**src/rtl/par_checking_sink_if.sv**
```systemverilog
// Local-port link between a NoC router's tx_l port and the checking sink.
//   data  : flit {hdr, payload, addr}, addr in the low `ADDR_SZ bits
//   valid : data is valid this cycle
//   busy  : sink refuses; a transfer happens on posedge when valid && !busy
// Modports: master (router side drives data/valid), slave (sink drives busy).

`ifndef HDR_SZ
`define HDR_SZ 2
`endif
`ifndef PL_SZ
`define PL_SZ 16
`endif
`ifndef ADDR_SZ
`define ADDR_SZ 3
`endif
`ifndef NUM_NODES
`define NUM_NODES 8
`endif

interface par_checking_sink_if;
  localparam int unsigned FlitW = `HDR_SZ + `PL_SZ + `ADDR_SZ;

  logic [FlitW-1:0] data;
  logic             valid;
  logic             busy;

  modport master (output data, output valid, input busy);
  modport slave  (input data, input valid, output busy);
endinterface

```
**src/rtl/par_checking_sink.sv**
```systemverilog
// par_checking_sink: local-port receiver/checker for one NoC node.
// Buffers incoming flits in a small FIFO, drains them at a rate throttled by an LFSR against
// SINK_HOSP, and checks each popped flit's destination address and per-source sequence number.
//
// Parameters:
//   ID          node address compared against the flit addr field
//   SINK_HOSP   drain hospitality 0-255; pop allowed when lfsr < SINK_HOSP (255 = always)
//   FIFO_DEPTH  buffer entries, power of 2, >= 2
//   SEQ_W       sequence-number width, taken from payload[SEQ_W-1:0]
// Ports:
//   clk           node clock
//   reset         asynchronous, active-low
//   link          slave side of par_checking_sink_if (data, valid in; busy out)
//   rx_cnt        flits popped and checked (saturating)
//   addr_err_cnt  popped flits whose addr != ID (saturating)
//   seq_err_cnt   popped flits with an unexpected sequence number (saturating)
//   overflow      sticky; a write was attempted while the FIFO was full
// Configuration macro:
//   SINK_SEQ_CHECK_EN  when defined, the per-source expected-sequence table is built and
//                      seq_err_cnt is live; otherwise seq_err_cnt is tied to zero.

`ifndef HDR_SZ
`define HDR_SZ 2
`endif
`ifndef PL_SZ
`define PL_SZ 16
`endif
`ifndef ADDR_SZ
`define ADDR_SZ 3
`endif
`ifndef NUM_NODES
`define NUM_NODES 8
`endif

module par_checking_sink #(
  parameter int unsigned ID         = 0,
  parameter int unsigned SINK_HOSP  = 255,
  parameter int unsigned FIFO_DEPTH = 4,
  parameter int unsigned SEQ_W      = 4
) (
  input  logic                 clk,
  input  logic                 reset,
  par_checking_sink_if.slave   link,
  output logic [15:0]          rx_cnt,
  output logic [15:0]          addr_err_cnt,
  output logic [15:0]          seq_err_cnt,
  output logic                 overflow
);

  localparam int unsigned FlitW = `HDR_SZ + `PL_SZ + `ADDR_SZ;
  localparam int unsigned PtrW  = $clog2(FIFO_DEPTH);
  localparam int unsigned CntW  = PtrW + 1;

  typedef enum logic [1:0] {StIdle, StCheck, StHold} state_e;

  function automatic logic [15:0] sat_inc(input logic [15:0] v);
    return (v == 16'hFFFF) ? v : v + 16'd1;
  endfunction

  // ---------------------------------------------------------------------------------------------
  // Storage and state
  // ---------------------------------------------------------------------------------------------
  logic [FlitW-1:0] fifo_q [FIFO_DEPTH];
  logic [PtrW-1:0]  wr_ptr_q, wr_ptr_d;
  logic [PtrW-1:0]  rd_ptr_q, rd_ptr_d;
  logic [CntW-1:0]  count_q, count_d;
  logic             rst_q;
  logic [7:0]       lfsr_q, lfsr_d;
  state_e           state_q, state_d;
  logic [15:0]      rx_cnt_q, rx_cnt_d;
  logic [15:0]      addr_err_q, addr_err_d;
  logic             overflow_q, overflow_d;

  logic full, empty, push, pop, may_pop;
  logic [FlitW-1:0]    head;
  logic [`ADDR_SZ-1:0] head_addr;
  logic [`PL_SZ-1:0]   head_pl;

  assign full  = (count_q == CntW'(FIFO_DEPTH));
  assign empty = (count_q == '0);

  // rst_q keeps busy high for the first cycle after reset release.
  assign link.busy = full | rst_q;
  assign push      = link.valid & ~link.busy;

  assign head      = fifo_q[rd_ptr_q];
  assign head_addr = head[`ADDR_SZ-1:0];
  assign head_pl   = head[`ADDR_SZ +: `PL_SZ];

  // Fibonacci LFSR, polynomial x^8 + x^6 + x^5 + x^4 + 1.
  assign lfsr_d  = {lfsr_q[6:0], lfsr_q[7] ^ lfsr_q[5] ^ lfsr_q[4] ^ lfsr_q[3]};
  assign may_pop = (SINK_HOSP == 255) || (32'(lfsr_q) < SINK_HOSP);

  // ---------------------------------------------------------------------------------------------
  // Drain FSM
  // ---------------------------------------------------------------------------------------------
  always_ff @(posedge clk or negedge reset) begin
    if (!reset) begin
      state_q <= StIdle;
    end else begin
      state_q <= state_d;
    end
  end

  always_comb begin
    state_d = state_q;
    unique case (state_q)
      StIdle: begin
        if (!empty) state_d = StCheck;
      end
      StCheck: begin
        if (may_pop) begin
          // Stay in StCheck while work remains so back-to-back flits drain at 1/cycle.
          state_d = (count_q == CntW'(1) && !push) ? StIdle : StCheck;
        end else begin
          state_d = StHold;
        end
      end
      StHold: begin
        state_d = StCheck;
      end
      default: state_d = StIdle;
    endcase
  end

  always_comb begin
    pop = 1'b0;
    if (state_q == StCheck && may_pop) pop = 1'b1;
  end

  // ---------------------------------------------------------------------------------------------
  // FIFO bookkeeping
  // ---------------------------------------------------------------------------------------------
  always_comb begin
    wr_ptr_d   = wr_ptr_q;
    rd_ptr_d   = rd_ptr_q;
    count_d    = count_q;
    overflow_d = overflow_q | (link.valid & full);
    if (push) wr_ptr_d = wr_ptr_q + PtrW'(1);
    if (pop)  rd_ptr_d = rd_ptr_q + PtrW'(1);
    unique case ({push, pop})
      2'b10:   count_d = count_q + CntW'(1);
      2'b01:   count_d = count_q - CntW'(1);
      default: count_d = count_q;
    endcase
  end

  always_ff @(posedge clk) begin
    if (push) fifo_q[wr_ptr_q] <= link.data;
  end

  always_ff @(posedge clk or negedge reset) begin
    if (!reset) begin
      wr_ptr_q   <= '0;
      rd_ptr_q   <= '0;
      count_q    <= '0;
      rst_q      <= 1'b1;
      lfsr_q     <= 8'hA5;
      rx_cnt_q   <= '0;
      addr_err_q <= '0;
      overflow_q <= 1'b0;
    end else begin
      wr_ptr_q   <= wr_ptr_d;
      rd_ptr_q   <= rd_ptr_d;
      count_q    <= count_d;
      rst_q      <= 1'b0;
      lfsr_q     <= lfsr_d;
      rx_cnt_q   <= rx_cnt_d;
      addr_err_q <= addr_err_d;
      overflow_q <= overflow_d;
    end
  end

  // ---------------------------------------------------------------------------------------------
  // Checking on pop
  // ---------------------------------------------------------------------------------------------
  always_comb begin
    rx_cnt_d   = rx_cnt_q;
    addr_err_d = addr_err_q;
    if (pop) begin
      rx_cnt_d = sat_inc(rx_cnt_q);
      if (head_addr != `ADDR_SZ'(ID)) addr_err_d = sat_inc(addr_err_q);
    end
  end

`ifdef SINK_SEQ_CHECK_EN
  logic [SEQ_W-1:0]    exp_q [`NUM_NODES];
  logic [SEQ_W-1:0]    exp_d [`NUM_NODES];
  logic [15:0]         seq_err_q, seq_err_d;
  logic [`ADDR_SZ-1:0] src;
  logic [SEQ_W-1:0]    seq;
  logic                src_ok;

  assign src    = head_pl[`PL_SZ-1 -: `ADDR_SZ];
  assign seq    = head_pl[SEQ_W-1:0];
  // Sources with no table entry are not sequence-checked.
  assign src_ok = (32'(src) < `NUM_NODES);

  always_comb begin
    exp_d     = exp_q;
    seq_err_d = seq_err_q;
    if (pop && src_ok) begin
      if (seq != exp_q[src]) seq_err_d = sat_inc(seq_err_q);
      // Resync to the received number so a single gap costs one error.
      exp_d[src] = seq + SEQ_W'(1);
    end
  end

  always_ff @(posedge clk or negedge reset) begin
    if (!reset) begin
      for (int i = 0; i < `NUM_NODES; i++) exp_q[i] <= '0;
      seq_err_q <= '0;
    end else begin
      exp_q     <= exp_d;
      seq_err_q <= seq_err_d;
    end
  end

  assign seq_err_cnt = seq_err_q;
`else
  assign seq_err_cnt = 16'd0;
`endif

  // Header and the middle payload bits carry nothing this block checks.
  logic unused_head;
  assign unused_head = ^head;

  assign rx_cnt       = rx_cnt_q;
  assign addr_err_cnt = addr_err_q;
  assign overflow     = overflow_q;

endmodule

```
**src/flat_wrapper.sv**
```systemverilog
// flat-port wrapper written by rule: the top's interface ports become plain ports
module par_checking_sink_flat 
#(
  parameter int unsigned ID         = 0,
  parameter int unsigned SINK_HOSP  = 255,
  parameter int unsigned FIFO_DEPTH = 4,
  parameter int unsigned SEQ_W      = 4
)
  (clk, reset, rx_cnt, addr_err_cnt, seq_err_cnt, overflow, link_data, link_valid, link_busy);
  par_checking_sink_if link_i ();
  input  logic clk;
  input  logic reset;
  output logic [15:0] rx_cnt;
  output logic [15:0] addr_err_cnt;
  output logic [15:0] seq_err_cnt;
  output logic overflow;
  input wire logic [$bits(link_i.data)-1:0] link_data;
  input wire logic [$bits(link_i.valid)-1:0] link_valid;
  output wire logic [$bits(link_i.busy)-1:0] link_busy;
  assign link_i.data = link_data;
  assign link_i.valid = link_valid;
  assign link_busy = link_i.busy;
  par_checking_sink #(.ID(ID), .SINK_HOSP(SINK_HOSP), .FIFO_DEPTH(FIFO_DEPTH), .SEQ_W(SEQ_W)) u_core (.clk(clk), .reset(reset), .link(link_i), .rx_cnt(rx_cnt), .addr_err_cnt(addr_err_cnt), .seq_err_cnt(seq_err_cnt), .overflow(overflow));
endmodule
```
**config.mk**
```make
export PLATFORM = sky130hd
export DESIGN_NAME = par_checking_sink_flat
export DESIGN_NICKNAME = d
export VERILOG_FILES = /design/src/rtl/par_checking_sink_if.sv /design/src/rtl/par_checking_sink.sv /design/src/flat_wrapper.sv
export SDC_FILE = /design/constraint.sdc
export NUM_CORES = 1
export LEC_CHECK = 0
export CORE_MARGIN = 2
export CORE_UTILIZATION = 25
export CTS_CLUSTER_SIZE = 24
export DETAILED_ROUTE_END_ITERATION = 7
export PLACE_DENSITY = 0.55
export SLEW_MARGIN = 20
export SYNTH_ARGS = -nofsm -noshare
export SYNTH_HDL_FRONTEND = slang
export SYNTH_SLANG_ARGS = --single-unit
```
**constraint.sdc**
```tcl
create_clock -name clk -period 2.14 [get_ports clk]
set_clock_uncertainty 0.1 [all_clocks]
set_input_delay 0.214 -clock clk [delete_from_list [all_inputs] [get_ports clk]]
set_output_delay 0.214 -clock clk [all_outputs]
set_load 0.005 [all_outputs]
```
==> results of run 1 <==
worst min-delay path by stage:
stage | from | cells past startpoint | slack, ns | to
global placement | reset | 1 | 0.11 | u_core.addr_err_cnt[9]$_DFFE_PN0P_
detailed placement | reset | 1 | 0.11 | u_core.addr_err_cnt[9]$_DFFE_PN0P_
finish | reset | 2 | 0.30 | u_core.addr_err_cnt[9]$_DFFE_PN0P_
CTS | reset | 2 | 0.31 | u_core.addr_err_cnt[9]$_DFFE_PN0P_
global route | reset | 2 | 0.34 | u_core.addr_err_cnt[9]$_DFFE_PN0P_
floorplan | reset | 0 | -0.18 | u_core.addr_err_cnt[0]$_DFFE_PN0P_
layout make-up:
type	count	area [µm²]	area share
clock buffers	5	68.8	0.0200
clock inverters	3	25.0	0.00727
inverters	8	30.0	0.00873
multi-input cells	158	1250	0.364
flip-flops and latches	54	1410	0.411
well taps	140	175	0.0509
repair buffers	49	475	0.138
repair_timing:
item,CTS,global route
setup endpoints to repair,1,2
hold buffers,1,0
resized for setup,1,2
buffers inserted,0,1
pin swaps,0,2
hold endpoints to repair,20,0
registers in the layout, summed over array words and instances, names as in the netlist:
register,flops
u_core.addr_err_cnt,16
u_core.count_q,3
u_core.fifo_q,12
u_core.overflow,1
u_core.rd_ptr_q,2
u_core.rst_q,1
u_core.rx_cnt,16
u_core.state_q,1
u_core.wr_ptr_q,2
cell families after synthesis:
kind of cell / count (synthesis) / share of synthesized area
simple gates: 83 / 0.216
fa+ha+maj: 11 / 0.0500
compound gates: 9 / 0.0354
flops: 54 / 0.513
mux: 5 / 0.0227
buf+inv: 25 / 0.0563
other cells: 1 / 0.00136
xor+xnor: 33 / 0.105
power by group:
group          total, mW  internal, mW  switching [mW]
logic               1.35         0.758           0.593
registers           1.60          1.31           0.293
clock network      0.600         0.237           0.362
metrics by stage:
step	setup WS, ns	total power, mW	std cells	cell area (µm²)	hold slack (ns)
2_1_floorplan	0.240	2.40	237	2810	-0.182
3_3_place_gp	0.203	2.94	407	3320	0.115
3_5_place_dp	0.176	2.98	407	3320	0.115
4_1_cts	0.0189	3.61	416	3430	0.312
5_1_grt	0.0178	3.84	417	3440	0.344
6_report	0.141	3.55	417	3440	0.301
metal layers:
metal / up-vias / share of wire / wire length (µm)
li1: 852 / - / -
met1: 841 / 0.46 / 2310
met2: 36 / 0.48 / 2420
met3: 7 / 0.046 / 233
met4: 0 / 0.011 / 57
met5: - / 0 / 0
Yosys cell counts, types with 2 or more instances:
| cell type | instances |
|---|---|
| o21ai_0 | 3 |
| xor2_1 | 19 |
| nor4b_2 | 3 |
| nor3_1 | 5 |
| ha_1 | 11 |
| dfrtp_1 | 41 |
| inv_1 | 8 |
| edfxtp_1 | 12 |
| nand2_1 | 18 |
| nor4b_4 | 2 |
| nor2_1 | 9 |
| nor2_4 | 2 |
| nor4_2 | 8 |
| buf_4 | 16 |
| nand3_1 | 12 |
| mux2_4 | 2 |
| nand4_1 | 5 |
| xnor2_1 | 14 |
| and3_1 | 8 |
worst reg2reg max path, stage by stage (launching register included):
cell and delay (ns):
dfrtp_1 0.42, ha_1 0.18, nand3_1 0.10, or3_4 0.43
o221ai_4 0.26, mux2_1 0.36
==> flow_summary.toml, run 1 <==
[timing]
finalHoldViolCount = 0
fin_tns_setup_ns = 0
rsz0062_at_grt = "false"
tightestPinTransition_ns = 0.509
period_share = 0.934
drv_slew = 0
fmax_ghz = 0.500
setup_viol = 0
relSlewSlack = 0.661
period_needed_ns = 2.00

[synth]
synth.avg_cell_area_um2 = 12.5
synth_top_cell_area_share = 0.373
yosys-top-cells-area = "dfrtp_1 (37%), edfxtp_1 (13%), xor2_1 (6.0%)"
synth-seq-area-share = 0.513
synth_largest_area_cell = "dfrtp_1"
syn_inst = 221
ys_types = 42
synth_edf_count = 12
synthArstFlopShare = 0.778
ys_seq_elements = 54
synth_ff_type = "dfrtp_1"
ys_warn_count = 0
synth_area_um2 = 2750

[finish]
drive_above_1_share = 0.177
most-common-layout-cells = "dfrtp_1 (40), clkdlybuf4s50_1 (38), xor2_1 (19)"
areaGrowthSynthToFinish_pct = 24.9
fin_util = 0.319
mostFrequentLayoutCell = "dfrtp_1"
diodes = 0
fin_nets = 311
final.fill_count = 1114

[critical_path]
cp_max_fo = 4
reg2reg_to = "u_core.addr_err_cnt[1]$_DFFE_PN0P_"
critPathSlowestCell = "clkdlybuf4s50_1"
worstSetupEndpointType = "output port"
arrival_ns = 1.69
critPathKind = "flip-flop to output port"
required_ns = 1.83
cp.depth = 5
crit_start = "u_core.count_q[0]$_DFFE_PN0P_"
cpPeakStageDelay_ns = 0.49
crit_buf_inv = 3
reg2reg_slack_ns = 0.18
r2r_cells = 5
crit_end = "link_busy"
crit_top_cell = "inv_1"
crit_chain = "inv_1 -> ha_2 -> a21oi_2 -> inv_1 -> clkdlybuf4s50_1"
rr_startpoint = "u_core.addr_err_cnt[1]$_DFFE_PN0P_"
cp_top_family = "buffers and inverters"
start_kind = "flip-flop"

[routing]
wl_um = 5010
num_vias = 1736
drt_iter0_drc = 28
drc = 0
wl_per_cell_um = 12.0
via_per_inst = 4.16
first_pass_iters = 4
ant_nets = 0

[die]
dieArea_um2 = 11900
rows = 38
pin_count = 74
die_w_um = 109
start_util = 0.255
core_area_um2 = 10800
die_y_um = 109

[global_route]
grt_max_degree = 23
grt_pass1_wl_um = 8600
grt_pass1_vias = 1745
grt_remaining_overflow = 0
grtUsageTotal = 0.0922
antenna_found_initial = 0
busiest_layer = "met2"
grtUsageMet2 = 0.148
met1_usage = 0.121
grtUsageMet3 = 0.0269

[placed_design]
dp_hpwl_um = 3800
port_buffers = 39
gp_congestion = 0.745

[cts]
cts_made_buffers = 5
clkTransAtPathRegs_ns = 0.11
clockRootBuffer = "clkbuf_8"
clk_latency_ns = 0.31
cts_tree = "yes"
cts_max_level = 2
cts_buffer_depth = 2
clock-sinks = 54

[hold_path]
hold_class = "input port to asynchronous set/reset pin"

[status]
outcome = "completed"

[flow_run]
cap_violations = 0

[pwr]
power_density_nw_per_um2 = 1030
p_leak_nw = 1.46
ir_drop_mv = 0.473
Power figures use the tool's default switching activity.
==> run 2: changes to the inputs <==
CORE_MARGIN = 4   (was 2)
==> run 2 against run 1 <==
  * First-iteration DRC count increased to 2.5 times the previous value
  * Setup slack worse by 0.028 ns
  * Cell count decreased by 0.24%
  * Sequential cell count did not move
  * Core utilization decreased by 0.17 points
  * Sequential share of layout area increased by 0.19 points
  * Non-clock buffer count decreased by 1
  * Design area shrank 0.55%
  * Register-to-register slack about the same
  * Sequential power barely moved
  * Die area rose by 7.5%
  * Critical endpoint unchanged
  * Highest routed layer unchanged
==> flow_summary.toml, run 2 (synthesized netlist as in run 1, its figures left out) <==
[critical_path]
start_kind = "flip-flop"
arrival_ns = 1.71
reg2reg_slack_ns = 0.19
reg2reg_to = "u_core.addr_err_cnt[1]$_DFFE_PN0P_"
rr_startpoint = "u_core.addr_err_cnt[1]$_DFFE_PN0P_"
crit_start = "u_core.count_q[0]$_DFFE_PN0P_"
worstSetupEndpointType = "output port"
required_ns = 1.83
cp_max_fo = 3
r2r_cells = 5
critPathKind = "flip-flop to output port"

[placed_design]
dp_hpwl_um = 3850
placed_cell_area_um2 = 3310
port_buffers = 39
dp.cells = 406
gp_congestion = 0.741

[cts]
cts_made_buffers = 5
clkTransAtPathRegs_ns = 0.10
clk_latency_ns = 0.30
cts_tree = "yes"
clock-sinks = 54
cts_buffer_depth = 2
clockRootBuffer = "clkbuf_8"
cts_max_level = 2

[timing]
period_share = 0.947
setup_viol = 0
fin_tns_setup_ns = 0
finalHoldViolCount = 0
fmax_ghz = 0.493
period_needed_ns = 2.03
rsz0062_at_grt = "false"
drv_slew = 0
relSlewSlack = 0.653
tightestPinTransition_ns = 0.520

[global_route]
grt_remaining_overflow = 0
antenna_found_initial = 0
grt_max_degree = 23
grt_pass1_vias = 1727
grtUsageTotal = 0.0839
grt_pass1_wl_um = 8800

[die]
core_area_um2 = 10800
rows = 38
dieArea_um2 = 12800
die_w_um = 113
start_util = 0.255
die_y_um = 113
pin_count = 74

[finish]
multi_input_area_um2 = 1250
mostFrequentLayoutCell = "dfrtp_1"
most-common-layout-cells = "dfrtp_1 (41), clkdlybuf4s50_1 (38), xor2_1 (19)"
regArea_um2 = 1410
areaGrowthSynthToFinish_pct = 24.3
final_cells = 416
fin_nets = 310
diodes = 0
final.fill_count = 1117
drive_above_1_share = 0.163
fin_area_um2 = 3420

[status]
outcome = "completed"

[pwr]
power_density_nw_per_um2 = 1030
p_leak_nw = 1.46
ir_drop_mv = 0.427
finalPower_mw = 3.51

[routing]
wl_per_cell_um = 12.2
num_vias = 1740
wl_um = 5070
drc = 0
via_per_inst = 4.18
drt_iter0_drc = 70
first_pass_iters = 4
ant_nets = 0

[flow_run]
cap_violations = 0

[hold_path]
hold_class = "input port to asynchronous set/reset pin"
## run 2: changes by cell type in the layout (fill, tap and decap cells not counted)
| cell | before | now |
|---|---|---|
| buf_4 | 8 | 7 |
| clkbuf_1 | 0 | 1 |
| clkinv_2 | 0 | 1 |
| clkinv_4 | 1 | 0 |
| clkinvlp_4 | 1 | 0 |
| dfrtp_1 | 40 | 41 |
| dfrtp_2 | 1 | 0 |
| ha_1 | 10 | 11 |
| ha_2 | 1 | 0 |
## run 2: worst max-delay path by stage
stage / depth (start not counted) / endpoint / slack [ns]
2_1_floorplan: 5 / u_core.addr_err_cnt[1]$_DFFE_PN0P_ / 0.24
3_3_place_gp: 6 / u_core.rx_cnt[7]$_DFFE_PN0P_ / 0.19
3_5_place_dp: 6 / u_core.rx_cnt[7]$_DFFE_PN0P_ / 0.16
4_1_cts: 5 / link_busy / 0.04
5_1_grt: 6 / u_core.rx_cnt[4]$_DFFE_PN0P_ / 0.01
6_report: 5 / link_busy / 0.11
## run 2: where the power goes
group          internal, mW  total, mW  switching, mW
Clock                 0.234      0.577          0.343
Sequential             1.31       1.60          0.289
Combinational         0.744       1.34          0.595
## run 2: cell type report
cell class | count | share of cell area
sequential | 54 | 0.413
multi-input combinational | 158 | 0.365
inverter | 8 | 0.00878
tap | 140 | 0.0512
clock inverter | 2 | 0.00402
clock buffer | 6 | 0.0212
timing repair buffer | 48 | 0.137
## run 2: timing repair
action / CTS / global route
gates resized for setup: 1 / 0
hold buffers: 1 / 0
setup buffers: 0 / 1
setup endpoints to repair: 1 / 2
endpoints found under the hold margin: 20 / 0
pin swaps: 0 / 1
## run 2: metal layers
layer  vias up  GRT usage  wire [µm]
met4         0     0.0240         45
met5         -          0          0
met2        35      0.132       2400
met1       855      0.113       2380
met3         5     0.0235        246
li1        845          -          -
## run 2: critical path: stages (launching register included)
cell and delay [ns]:
dfrtp_1 0.40, inv_1 0.07, ha_1 0.24, a21oi_2 0.19, inv_1 0.06, clkdlybuf4s50_1 0.44
## run 2: per-stage QoR
step | hold slack, ns | worst slack (ns) | utilization
final | 0.299 | 0.113 | 0.317
after CTS | 0.313 | 0.0425 | 0.316
after floorplan | -0.182 | 0.240 | -
after detailed placement | 0.123 | 0.161 | 0.307
after global routing | 0.332 | 0.0113 | 0.317
after global placement | 0.112 | 0.192 | 0.307
==> run 3: changes to the inputs <==
CORE_ASPECT_RATIO = 1.2   (was default)
==> run 3 against run 2 <==
  * Largest power group unchanged
  * Setup slack gained 0.0059 ns
  * Sequential power hardly changed
  * Critical path depth did not move
  * Routed wire length decreased by 2.9%
  * Register-to-register slack barely moved
  * First-iteration DRC count fell by 61%
  * Count of clock-buffer cells in the layout unchanged
  * Non-clock buffer count fell by 1
==> flow_summary.toml, run 3 (synthesized netlist as in run 1, its figures left out) <==
[pwr]
p_leak_nw = 1.48
ir_drop_mv = 0.552
power_density_nw_per_um2 = 1100
finalPower_mw = 3.82
clkPwrFrac = 0.238
combPwrFrac = 0.343
power_frac_seq = 0.419
p_switching_mw = 1.22
p_int_mw = 2.60
swShare = 0.320

[critical_path]
cp_max_fo = 4
rr_startpoint = "u_core.addr_err_cnt[1]$_DFFE_PN0P_"
required_ns = 1.83
reg2reg_to = "u_core.addr_err_cnt[8]$_DFFE_PN0P_"
start_kind = "flip-flop"
critPathKind = "flip-flop to output port"
arrival_ns = 1.71
worstSetupEndpointType = "output port"
reg2reg_slack_ns = 0.18
r2r_cells = 6

[finish]
final_cells = 404
drive_above_1_share = 0.160
areaGrowthSynthToFinish_pct = 26.4
mostFrequentLayoutCell = "dfrtp_1"
fin_util = 0.328
fin_nets = 309
diodes = 0
final.fill_count = 1066
most-common-layout-cells = "dfrtp_1 (41), clkdlybuf4s50_1 (38), xor2_1 (19)"
fin_area_um2 = 3480

[routing]
ant_nets = 0
wl_per_cell_um = 12.2
first_pass_iters = 4
wl_um = 4920
via_per_inst = 4.31
drt_iter0_drc = 27
drc = 0
num_vias = 1743

[timing]
fin_tns_setup_ns = 0
rsz0062_at_grt = "false"
finalHoldViolCount = 0
setup_viol = 0
period_share = 0.944
relSlewSlack = 0.619
drv_slew = 0
tightestPinTransition_ns = 0.571
fmax_ghz = 0.495
setup_ws_ns = 0.119
hold_ws_ns = 0.356
period_needed_ns = 2.02

[global_route]
grt_remaining_overflow = 0
grt_max_degree = 25
grt_pass1_wl_um = 8530
grtUsageTotal = 0.0810
grt_pass1_vias = 1764
antenna_found_initial = 0

[cts]
post_cts_buffers = 0
cts_buffer_depth = 2
cts_made_buffers = 5
cts_tree = "yes"
clkTransAtPathRegs_ns = 0.07
clockRootBuffer = "clkbuf_16"
clk_latency_ns = 0.29
clock-sinks = 54
cts_max_level = 2

[die]
rows = 41
start_util = 0.259
pin_count = 74
die_w_um = 104
dieArea_um2 = 12800
core_area_um2 = 10600
die_y_um = 123

[placed_design]
placed_cell_area_um2 = 3300
dp_hpwl_um = 3750
port_buffers = 39
dp.cells = 395
dp_slack_ns = 0.168
gp_congestion = 0.707

[hold_path]
hold_class = "input port to asynchronous set/reset pin"

[flow_run]
cap_violations = 0

[status]
outcome = "completed"
run 3: layout make-up:
| cell class | count | area, µm² | share of cell area |
|---|---|---|---|
| repair buffers | 47 | 460 | 0.132 |
| well taps | 129 | 161 | 0.0464 |
| inverters | 8 | 30.0 | 0.00863 |
| multi-input cells | 158 | 1250 | 0.359 |
| clock buffers | 6 | 129 | 0.0370 |
| flip-flops and latches | 54 | 1410 | 0.406 |
| clock inverters | 2 | 37.5 | 0.0108 |
run 3: power by group through the flow:
| stage | Clock [mW] | Sequential [mW] | Combinational (mW) |
|---|---|---|---|
| 6_report | 0.909 | 1.60 | 1.31 |
| 2_1_floorplan | 0 | 1.58 | 0.829 |
| 3_3_place_gp | 0 | 1.61 | 1.31 |
| 4_1_cts | 0.944 | 1.61 | 1.34 |
| 5_1_grt | 0.972 | 1.65 | 1.49 |
| 3_5_place_dp | 0 | 1.62 | 1.33 |
run 3: worst max path at each step:
stage,startpoint,to,slack (ns)
floorplan,u_core.addr_err_cnt[0]$_DFFE_PN0P_,u_core.addr_err_cnt[1]$_DFFE_PN0P_,0.24
global placement,u_core.count_q[0]$_DFFE_PN0P_,u_core.count_q[2]$_DFFE_PN0P_,0.20
detailed placement,u_core.addr_err_cnt[1]$_DFFE_PN0P_,u_core.addr_err_cnt[8]$_DFFE_PN0P_,0.17
CTS,u_core.count_q[0]$_DFFE_PN0P_,link_busy,0.01
global route,u_core.rx_cnt[1]$_DFFE_PN0P_,u_core.rx_cnt[7]$_DFFE_PN0P_,0.01
finish,u_core.count_q[0]$_DFFE_PN0P_,link_busy,0.12
run 3: critical path: stages, from the launching register on:
cell	delay, ns
dfrtp_1	0.41
inv_1	0.08
ha_1	0.25
a21oi_2	0.19
inv_1	0.06
clkdlybuf4s50_1	0.44
run 3: layer usage:
| metal | track usage | vias up | part of all wire |
|---|---|---|---|
| met1 | 0.0996 | 864 | 0.43 |
| li1 | - | 843 | - |
| met2 | 0.139 | 34 | 0.52 |
| met3 | 0.0245 | 2 | 0.046 |
| met4 | 0.0224 | 0 | 0.0063 |
| met5 | 0 | - | 0 |
run 3: what timing repair did:
item | 4_1_cts | 5_1_grt
hold buffers | 1 | 0
endpoints found under the setup margin | 0 | 1
endpoints found under the hold margin | 23 | 0
gates resized for setup | 0 | 1
